[config.mk]
export PLATFORM = sky130hd
export DESIGN_NAME = out_sig_collector
export DESIGN_NICKNAME = d
export VERILOG_FILES = /design/src/rtl/out_sig_pkg.sv /design/src/rtl/sig_fold.sv /design/src/rtl/out_sig_collector.sv
export SDC_FILE = /design/constraint.sdc
export NUM_CORES = 1
export LEC_CHECK = 0
export ABC_CLOCK_PERIOD_IN_PS = 3140
export BUFFER_PORTS_ARGS = -buffer_cell sky130_fd_sc_hd__buf_2
export CORE_AREA = 2 2 167 169
export CTS_CLUSTER_DIAMETER = 200
export DETAILED_ROUTE_END_ITERATION = 10
export DIE_AREA = 0 0 169 171
export PLACE_DENSITY = 0.64
export SLEW_MARGIN = 40
export SYNTH_ARGS = -nofsm -noshare
export SYNTH_HDL_FRONTEND = slang
export SYNTH_SLANG_ARGS = --single-unit
[constraint.sdc]
create_clock -name clk -period 3.14 [get_ports clk]
set_input_delay 0.471 -clock clk [delete_from_list [all_inputs] [get_ports clk]]
set_output_delay 0.471 -clock clk [all_outputs]
set_load 0.02 [all_outputs]
[src/rtl/out_sig_pkg.sv]
// ---------------------------------------------------------------------------
// out_sig_pkg
// Shared definitions for the output-signature collector:
//   - default signature width, MISR polynomial and seed
//   - collector state enum (IDLE, RUN, DONE)
//   - misr_step: one MISR shift/feedback/inject step
// No ports (package).
// ---------------------------------------------------------------------------
package out_sig_pkg;

  localparam int          SIG_W_DEF  = 32;
  localparam logic [31:0] POLY_DEF   = 32'h04C11DB7;
  localparam logic [31:0] SEED_DEF   = 32'hFFFFFFFF;

  // Widest signature misr_step can handle; narrower signatures are
  // zero-extended into this width and masked back down.
  localparam int          SIG_W_MAX  = 64;

  typedef enum logic [1:0] {
    IDLE,
    RUN,
    DONE
  } state_t;

  // One MISR step for a signature of 'width' bits held in the low bits of
  // a SIG_W_MAX container: shift left, feed back the polynomial when the
  // outgoing MSB is set, then inject the folded sample.
  function automatic logic [SIG_W_MAX-1:0] misr_step(
    input logic [SIG_W_MAX-1:0] sig,
    input logic [SIG_W_MAX-1:0] poly,
    input logic [SIG_W_MAX-1:0] fold,
    input int                   width
  );
    logic [SIG_W_MAX-1:0] mask;
    logic [SIG_W_MAX-1:0] next;
    logic                 msb;
    if (width >= SIG_W_MAX) begin
      mask = '1;
    end else begin
      mask = (SIG_W_MAX'(1) << width) - SIG_W_MAX'(1);
    end
    msb  = |(sig & (SIG_W_MAX'(1) << (width - 1)));
    next = (sig << 1) & mask;
    if (msb) begin
      next = next ^ poly;
    end
    next = next ^ fold;
    return next & mask;
  endfunction

endpackage

[src/rtl/sig_fold.sv]
// ---------------------------------------------------------------------------
// sig_fold
// Purely combinational XOR folder. Splits i_data into ceil(DATA_W/SIG_W)
// SIG_W-bit chunks starting at bit 0 (top chunk zero-extended) and XORs
// all chunks together.
// Ports:
//   i_data  in  DATA_W  bus to fold
//   o_fold  out SIG_W   XOR of all chunks
// ---------------------------------------------------------------------------
module sig_fold #(
  parameter int DATA_W = 330,
  parameter int SIG_W  = 32
) (
  input  logic [DATA_W-1:0] i_data,
  output logic [SIG_W-1:0]  o_fold
);

  localparam int NUM_CHUNKS = (DATA_W + SIG_W - 1) / SIG_W;
  localparam int PAD_W      = NUM_CHUNKS * SIG_W;

  logic [PAD_W-1:0] w_padded;
  logic [SIG_W-1:0] w_fold;

  // The cast zero-extends, which gives the top chunk its zero padding.
  assign w_padded = PAD_W'(i_data);

  // XOR every chunk into one signature-wide word.
  always_comb begin
    w_fold = '0;
    for (int k = 0; k < NUM_CHUNKS; k++) begin
      w_fold = w_fold ^ w_padded[k*SIG_W +: SIG_W];
    end
  end

  assign o_fold = w_fold;

endmodule

[src/rtl/out_sig_collector.sv]
// ---------------------------------------------------------------------------
// out_sig_collector
// Samples a DUT output bus on each valid cycle and compacts it into a MISR
// signature; hands the final signature and sample count to the harness via
// a sig_valid/sig_ready handshake.
// Ports:
//   clk          in  1       clock, rising edge
//   rst_n        in  1       asynchronous active-low reset
//   start        in  1       begin a run (only honoured in IDLE)
//   num_samples  in  32      samples to collect, captured on start
//   in_valid     in  1       in_data valid this cycle
//   in_data      in  DATA_W  sampled output bus
//   busy         out 1       high while collecting (RUN)
//   sig_valid    out 1       final signature available (DONE)
//   sig_ready    in  1       consumer accepts the signature
//   signature    out SIG_W   running / final MISR value
//   sample_count out 32      samples accepted in the current run
// ---------------------------------------------------------------------------
module out_sig_collector
  import out_sig_pkg::*;
#(
  parameter int               DATA_W = 330,
  parameter int               SIG_W  = SIG_W_DEF,
  parameter logic [SIG_W-1:0] POLY   = SIG_W'(POLY_DEF),
  parameter logic [SIG_W-1:0] SEED   = SIG_W'(SEED_DEF)
) (
  input  logic              clk,
  input  logic              rst_n,
  input  logic              start,
  input  logic [31:0]       num_samples,
  input  logic              in_valid,
  input  logic [DATA_W-1:0] in_data,
  output logic              busy,
  output logic              sig_valid,
  input  logic              sig_ready,
  output logic [SIG_W-1:0]  signature,
  output logic [31:0]       sample_count
);

  state_t            r_state;
  logic [SIG_W-1:0]  r_sig;
  logic [31:0]       r_count;
  logic [31:0]       r_target;
  logic              r_busy;
  logic              r_sig_valid;

  state_t            w_state_next;
  logic [SIG_W-1:0]  w_sig_next;
  logic [31:0]       w_count_next;
  logic [31:0]       w_target_next;
  logic [31:0]       w_count_inc;
  logic [SIG_W-1:0]  w_fold;
  logic [SIG_W-1:0]  w_step;

  sig_fold #(
    .DATA_W (DATA_W),
    .SIG_W  (SIG_W)
  ) u_fold (
    .i_data (in_data),
    .o_fold (w_fold)
  );

  assign w_step = SIG_W'(misr_step(SIG_W_MAX'(r_sig), SIG_W_MAX'(POLY),
                                   SIG_W_MAX'(w_fold), SIG_W));

  assign w_count_inc = r_count + 32'd1;

  // Next-state logic. Everything holds by default; only an accepted start
  // in IDLE or an accepted sample in RUN touches the datapath, so DONE and
  // the following IDLE keep the final signature and count visible.
  always_comb begin
    w_state_next  = r_state;
    w_sig_next    = r_sig;
    w_count_next  = r_count;
    w_target_next = r_target;
    case (r_state)
      IDLE: begin
        if (start) begin
          w_sig_next    = SEED;
          w_count_next  = '0;
          w_target_next = num_samples;
          w_state_next  = (num_samples == 32'd0) ? DONE : RUN;
        end
      end
      RUN: begin
        if (in_valid) begin
          w_sig_next   = w_step;
          w_count_next = w_count_inc;
          if (w_count_inc == r_target) begin
            w_state_next = DONE;
          end
        end
      end
      DONE: begin
        if (sig_ready) begin
          w_state_next = IDLE;
        end
      end
      default: begin
        w_state_next = IDLE;
      end
    endcase
  end

  // State and datapath registers. busy and sig_valid are registered from
  // the next state so they line up with the state they describe, and
  // sig_valid rises together with the last sample's signature update.
  always_ff @(posedge clk or negedge rst_n) begin
    if (!rst_n) begin
      r_state     <= IDLE;
      r_sig       <= SEED;
      r_count     <= '0;
      r_target    <= '0;
      r_busy      <= 1'b0;
      r_sig_valid <= 1'b0;
    end else begin
      r_state     <= w_state_next;
      r_sig       <= w_sig_next;
      r_count     <= w_count_next;
      r_target    <= w_target_next;
      r_busy      <= (w_state_next == RUN);
      r_sig_valid <= (w_state_next == DONE);
    end
  end

  assign busy         = r_busy;
  assign sig_valid    = r_sig_valid;
  assign signature    = r_sig;
  assign sample_count = r_count;

endmodule

=== Word-level counts from Yosys, hierarchy flattened ===
Cells that the tools add are included.

* Equality and inequality tests: 7
* Muxes and demuxes: 13
* Add/subtract/negate cells: 1
* Reduce and logical (&&, ||, !) cells: 5
* Bitwise logic cells: 12

{| class="wikitable"
|+ Operators by type and width
! operator !! count
|-
| 32-bit XOR || 10
|-
| 32-bit two-way mux || 4
|-
| 32-bit one-hot mux with 2 select lines || 2
|-
| 32-bit by 1-bit adder with 32-bit output, second input constant || 1
|-
| 32-bit equality test || 1
|-
| 32-bit zero test || 1
|-
| 32-bit by 10-bit XOR with 32-bit output || 1
|-
| 27-bit two-way mux || 1
|-
| 14-bit inverter || 1
|-
| 2-bit two-way mux || 5
|-
| 2-bit one-hot mux with 3 select lines || 1
|-
| 2-bit by 1-bit equality test with 1-bit output, second input constant || 2
|-
| 2-bit equality test, second input constant || 2
|-
| 2-bit inequality test, second input constant || 2
|-
| 3-bit AND reduction || 1
|-
| 2-bit zero test || 1
|-
| 2-bit AND reduction || 1
|-
| 2-bit nonzero test || 1
|}

* Input bits: 367
* Logic and storage cells: 44
* Output and inout bits: 66
* Bits in registers: 100

=== Depth between registers and ports, before layout ===
Gate-level depths: netlist of the first run.

* Depth in word-level cells: 13
* Gate-level depth with buffers: 10
* Mapped depth without buffers: 8

=== Hierarchy ===
From an unflattened synthesis of the first run, not the netlist that was laid out.

* Cell total of the unflattened synthesis: 921
* Area, all modules: 8947.3 µm²

{| class="wikitable"
|+ Modules (own cells, without submodules)
! module !! seq. area each (µm²) !! cells an instance !! area each (µm²) !! instances
|-
| out_sig_collector || 2542.4 || 655 || 6012.0 || 1
|-
| sig_fold || 0.0 || 266 || 2935.3 || 1
|}

=== Worst setup path after synthesis of the first run ===
OpenSTA, ideal clock, no wires.

* Path kind: reg2reg
* Start point: register r_count[0], in the netlist sample_count[0]
* End point: register r_busy, in the netlist busy
* Library setup time: 0.124 ns
* Period minus slack after synthesis: 3.224 ns
* Path buffers: 0
* Arrival: 3.100 ns
* Cell stages (with the launch flop): 9
* Path slack: -0.084 ns
* Cell sequence: dfrtp_1 ha_1 nand3_2 or4_1 a32oi_1 o2111ai_1 or4b_1 or4_4 a211o_1

* Cells in the longest elaborated chain, start to end: 6

{| class="wikitable"
|+ Ends and longest elaborated chain
! element !! line !! RTL
|-
| from (decl) || out_sig_collector.sv:42 || <nowiki>logic [31:0] r_count;</nowiki>
|-
| from (signal assigned) || out_sig_collector.sv:119 || <nowiki>r_count <= w_count_next;</nowiki>
|-
| 32-bit by 1-bit adder with 32-bit output || out_sig_collector.sv:66 || <nowiki>assign w_count_inc = r_count + 32'd1;</nowiki>
|-
| 32-bit equality test || out_sig_collector.sv:89 || <nowiki>if (w_count_inc == r_target) begin</nowiki>
|-
| 2-bit two-way mux || out_sig_collector.sv:89 ||
|-
| 2-bit two-way mux || out_sig_collector.sv:86 || <nowiki>if (in_valid) begin</nowiki>
|-
| 2-bit one-hot mux with 3 select lines || out_sig_collector.sv:76 || <nowiki>case (r_state)</nowiki>
|-
| 2-bit by 1-bit equality test with 1-bit output || out_sig_collector.sv:121 || <nowiki>r_busy <= (w_state_next == RUN);</nowiki>
|-
| to (signal assigned) || out_sig_collector.sv:121 ||
|-
| to (decl) || out_sig_collector.sv:44 || <nowiki>logic r_busy;</nowiki>
|}

No other way between the ends.
A chain may end at the register's enable or synchronous reset.

=== Worst setup path after layout of the first run ===
* Start point: register r_count[9], in the netlist sample_count[9]
* End point: register r_busy, in the netlist busy

The elaborated chain is that of the path after synthesis.

==> flow_summary.ini, run 1 <==
[clock_network]
cts_buffer_depth = 2
cts_tree = done
numCtsBuffers = 9
root_buffer = clkbuf_16
htreeDepth = 3
clock_latency_ns = 0.36
clk_pin_slew_ns = 0.07
clock_sinks = 100
post_cts_buffers = 0

[worst_setup_path]
critPathMaxFanout = 7
slowest_stage = or4_1
path_cells = nand4_1 -> or3_4 -> or4_1 -> a22oi_1 -> nand4b_1 -> or4_4 -> a211o_1
reg2reg_from = sample_count[9]
crit_path_start_kind = flop
cp_data_arrival_time_ns = 3.29
worstSetupEndpointType = flop
r2r_slack_ns = 0.10
critPathKind = flop to flop
r2r.worst_path.cells = 7
critPathRequiredTime_ns = 3.39
reg2reg_to = busy
cpPeakStageDelay_ns = 0.54

[layout]
layout.nets = 1709
area_growth_pct = 37.05
drive_gt1_share_pct = 43.09

[synth]
synth-edff-count = 0
yosys-top-cells-count = xnor2_1, dfrtp_1, nor2_1, xor2_1, a21oi_1
synthArstFlopShare_pct = 100.0
yosysTopAreaCell = xnor2_1
yosysTopAreaCellShare_pct = 34.75
ys_seq_area_share_pct = 30.20
synth_nets = 1263
synth-main-ff-cell = dfrtp_1
synth_seq_cells = 100
synth_area_leaders = xnor2_1, dfrtp_1, dfstp_2
synth_cell_types = 62
synthCells = 895
syn_avg_cell_area_um2 = 9.406
ys_warn_count = 0
yosysMostFrequentCell = xnor2_1
syn-cell-area_um2 = 8418

[sta]
hold_violations = 0
fin_crit_sh_pct = 96.77
timing.slew.headroom_pct = 54.59
setup_viol = 0
worst_slew_pin_slew_ns = 0.6759
finalCriticalPeriod_ns = 3.038
whs_ns = 0.3477
clock_skew_ns = 0.01061
slew_violations = 0
rsz0062_at_grt = false
fmax_mhz = 329.1

[detailed_routing]
num_vias = 8035
vias_per_cell = 4.735
drc_errors = 0
ant_nets = 0
wire_per_inst_um = 18.21
drt_wl_total_mm = 30.90
drt-initial-drc-count = 345
firstDrtPassIters = 5

[power]
p_comb_share_pct = 50.8
switchingPower_uw = 2588
p_clk_share_pct = 18.4
p_sw_share_pct = 37.96
p_int_uw = 4230
ir_drop_mv = 0.3165
p_per_area_nw_per_um2 = 591.0
leakage_uw = 0.004953
pwr-share-seq_pct = 30.8
total_power_uw = 6818

[global_route]
grt_overflow = 0
grt_max_degree = 52
grt_pass1_vias = 7594
grt_use_total_pct = 20.49
antenna_found_initial = 10
grt_pass1_wl_mm = 44.30

[die]
dieArea_um2 = 28900
ios = 433
die_x_um = 169
die_h_um = 171
core_um2 = 27320
rows = 61
start_util_pct = 30.81

[place]
dpl.hpwl_mm = 25.83
io_buffers = 432
gp_congestion = 0.8861

[job]
cap_violations = 0

[hold_path]
min_path_type = primary input to flop
hold_path.startpoint = num_samples[4]
holdPathStages = 3
holdPathEnd = r_target[4]

[status]
outcome = finished, final reports clean
routing by layer:
layer	track usage (%)	vias to the layer above	share of wire, %
met5	0	-	0.17
met4	5.871	8	2.0
met3	4.650	39	5.3
met2	35.98	275	51
met1	25.16	3787	41
li1	-	3926	-
power groups by stage:
| stage | Clock [uW] | Combinational (uW) | Sequential, uW |
|---|---|---|---|
| 6_report | 1260 | 3470 | 2100 |
| 5_1_grt | 1340 | 3750 | 2150 |
| 4_1_cts | 1300 | 3480 | 2100 |
| 3_5_place_dp | 0 | 3470 | 2130 |
| 3_3_place_gp | 0 | 3420 | 2110 |
| 2_1_floorplan | 0 | 2270 | 2270 |
repair_timing:
| action | 4_1_cts | 5_1_grt |
|---|---|---|
| gates resized for setup | 1 | 11 |
| hold buffers | 1 | 0 |
| endpoints found under the hold margin | 15 | 0 |
| setup endpoints to repair | 2 | 4 |
cell type report:
class	instances	area [um^2]
fillers	2789	15790
clock inverters	6	87.58
clock buffers	10	239.0
well taps	346	432.9
inverters	3	11.26
repair buffers	473	2487
flip-flops and latches	100	2546
diodes	5	12.51
multi-input cells	754	5720
through the flow:
stage           TNS, ns  instances  util (%)  worst slack (ns)  instance area (um^2)
2_1_floorplan         0        895         -           0.06145                  8423
3_3_place_gp          0       1675     40.72           0.04332                 11130
3_5_place_dp   -0.05412       1675     40.72          -0.03205                 11130
4_1_cts               0       1692     41.98           0.03061                 11470
5_1_grt               0       1696     42.22         0.0005731                 11530
6_report              0       1697     42.22            0.1015                 11540
cells by family after synthesis:
group / share of synthesized area, %
compound gates: 8.933
xor+xnor: 40.16
fa+ha+maj: 0.2675
buf+inv: 2.690
flops: 30.20
mux: 4.251
simple gates: 13.50
layout by cell type (no fill, tap or decap), types with 4 or more instances in the layout:
master,n
a21oi_1,46
and2_1,5
and3_1,6
and4_1,4
buf_2,431
buf_4,40
clkbuf_16,9
dfrtp_1,65
dfstp_2,32
diode_2,5
mux2_2,30
nand2_1,35
nand3_1,16
nand4_1,16
nor2_1,57
nor2b_1,5
nor3_1,10
nor4_1,13
nor4_2,5
o21ai_0,40
o31ai_1,14
xnor2_1,334
xor2_1,52
flip-flops by register name (all words and copies together), names as in the netlist:
signal	flops
sample_count	32
r_target	32
r_state	2
signature	32
sig_valid	1
busy	1
how the worst max path moves through the flow:
stage / start / end / slack [ns] / cells after the start
2_1_floorplan: sample_count[0] / busy / 0.06 / 8
6_report: sample_count[9] / busy / 0.10 / 7
5_1_grt: sample_count[1] / busy / 0.0006 / 8
3_3_place_gp: sample_count[0] / busy / 0.04 / 9
3_5_place_dp: sample_count[10] / busy / -0.03 / 7
4_1_cts: sample_count[0] / busy / 0.03 / 8
critical path: cells and delay by family, from the launching register on:
family          cells  cell delay [ns]
simple gates        5             1.95
compound gates      2             0.51
flops               1             0.48
No activity file was read; power rests on OpenSTA's default activity.
==> run 2, diff against run 1 <==
--- a/config.mk
+++ b/config.mk
@@ -5,13 +5,14 @@
 export SDC_FILE = /design/constraint.sdc
 export NUM_CORES = 1
 export LEC_CHECK = 0
-export ABC_CLOCK_PERIOD_IN_PS = 3140
+export ABC_CLOCK_PERIOD_IN_PS = 3900
 export BUFFER_PORTS_ARGS = -buffer_cell sky130_fd_sc_hd__buf_2
 export CORE_AREA = 2 2 167 169
 export CTS_CLUSTER_DIAMETER = 200
 export DETAILED_ROUTE_END_ITERATION = 10
 export DIE_AREA = 0 0 169 171
-export PLACE_DENSITY = 0.64
+export PLACE_DENSITY = 0.61
+export SETUP_SLACK_MARGIN = 0.5
 export SLEW_MARGIN = 40
 export SYNTH_ARGS = -nofsm -noshare
 export SYNTH_HDL_FRONTEND = slang
==> constraint.sdc (replaced) <==
create_clock -name clk -period 3.9 [get_ports clk]
set_input_delay 0.585 -clock clk [delete_from_list [all_inputs] [get_ports clk]]
set_output_delay 0.585 -clock clk [all_outputs]
set_load 0.02 [all_outputs]
==> flow_summary.ini, run 2 (same netlist as run 1, synthesis figures left out) <==
[status]
outcome = finished, final reports clean

[hold_path]
min_path_type = primary input to async pin

[detailed_routing]
wire_per_inst_um = 18.26
vias_per_cell = 4.675
num_vias = 7803
drt_wl_total_mm = 30.47
drt-met1-wl_mm = 12.93
drc_errors = 0
top_layer = met5
met3_length_mm = 1.564
ant_nets = 0
drt-initial-drc-count = 513
firstDrtPassIters = 5
wl_met2_mm = 15.38

[worst_setup_path]
r2r.worst_path.cells = 8
slowest_stage = or4b_1
r2r_slack_ns = 0.60
cp_data_arrival_time_ns = 3.54
path_cells = ha_4 -> nand3_2 -> or4_1 -> a32oi_1 -> o2111ai_1 -> or4b_1 -> or4_4 -> a211o_1
critPathLaunch = sample_count[1]
reg2reg_from = sample_count[1]
reg2reg_to = r_state[0]
cpPeakStageDelay_ns = 0.59
crit_path_start_kind = flop
critPathKind = flop to flop
worstSetupEndpointType = flop
critPathMaxFanout = 7
endpoint = r_state[0]
critPathRequiredTime_ns = 4.14

[layout]
layout_common_cells = buf_2, xnor2_1, dfrtp_1
utilization_pct = 41.23
drive_gt1_share_pct = 41.47
final_cells = 1669
nFillCells = 2807
layout.nets = 1682
area_growth_pct = 33.81
final_common_cell = buf_2

[sta]
tns_ns = 0
hold_violations = 0
rsz0062_at_grt = false
whs_ns = 0.2219
fmax_mhz = 303.4
timing.slew.headroom_pct = 47.86
fin_crit_sh_pct = 84.51
timing.final.ws_setup_ns = 0.6042
clock_skew_ns = 0.01478
setup_viol = 0
slew_violations = 0
worst_slew_pin_slew_ns = 0.7749
finalCriticalPeriod_ns = 3.296

[global_route]
grt_use_total_pct = 20.41
grt_pass1_vias = 7485
grt_pass1_wl_mm = 44.33
grt_max_degree = 68
grt_overflow = 0
antenna_found_initial = 5

[clock_network]
clock_sinks = 100
root_buffer = clkbuf_16
numCtsBuffers = 9
clk_pin_slew_ns = 0.08
clock_latency_ns = 0.36
cts_buffer_depth = 2
cts_tree = done
htreeDepth = 3

[power]
ir_drop_mv = 0.2377
leakage_uw = 0.004809
p_per_area_nw_per_um2 = 477.7

[place]
gp_congestion = 0.8562
placed_cells = 1649
pre_cts_ws_ns = 0.4345
io_buffers = 432
dpl.hpwl_mm = 25.35

[job]
cap_violations = 0

[die]
start_util_pct = 30.81
die_x_um = 169
core_um2 = 27320
ios = 433
die_h_um = 171
dieArea_um2 = 28900
rows = 61
[run 2: power by group]
group          internal, uW  total [uW]  switching, uW
combinational          1400        2710           1310
clock                   509         963            453
sequential             1400        1710            310
total                  3300        5380           2080
[run 2: final cells by class]
type                            instances  area, um^2  area share [%]
Clock inverter                          7       80.08          0.7109
Inverter                                3       11.26         0.09997
Multi-Input combinational cell        754        5685           50.47
Timing Repair Buffer                  446        2273           20.18
Antenna cell                            4       10.01         0.08886
Tap cell                              346       432.9           3.843
Sequential cell                       100        2546           22.60
Clock buffer                            9       225.2           1.999
[run 2: worst min path at each step]
stage / startpoint / endpoint / depth (start not counted)
global placement: signature[25] / signature[25] / 2
floorplan: rst_n / busy / 0
CTS: rst_n / r_target[23] / 1
detailed placement: signature[11] / signature[11] / 2
finish: rst_n / r_target[23] / 1
global route: rst_n / sample_count[24] / 1
[run 2: stage by stage]
step                      area, um^2  total power, uW
after floorplan                 8418             3654
after global placement         10910             4412
after detailed placement       10920             4448
after CTS                      11240             5448
after global routing           11260             5738
final                          11260             5381
[run 2: critical path, delay by kind of cell (launching register included)]
family                   cells  cell delay, ns
AO/OA/AOI/OAI                3            0.63
AND/OR/NAND/NOR              4            1.88
flip-flops                   1            0.46
adder cells (fa/ha/maj)      1            0.21
[run 2: per-layer routing]
layer	up-vias	GRT usage [%]
li1	3868	-
met1	3636	25.86
met2	264	35.89
met3	31	3.585
met4	4	5.314
met5	-	0
[run 2: repair_timing]
action	CTS	global route
hold buffers	0	0
hold endpoints to repair	0	0
endpoints found under the setup margin	2	2
buffers inserted	0	0
cloned	0	0
gates resized for setup	3	4
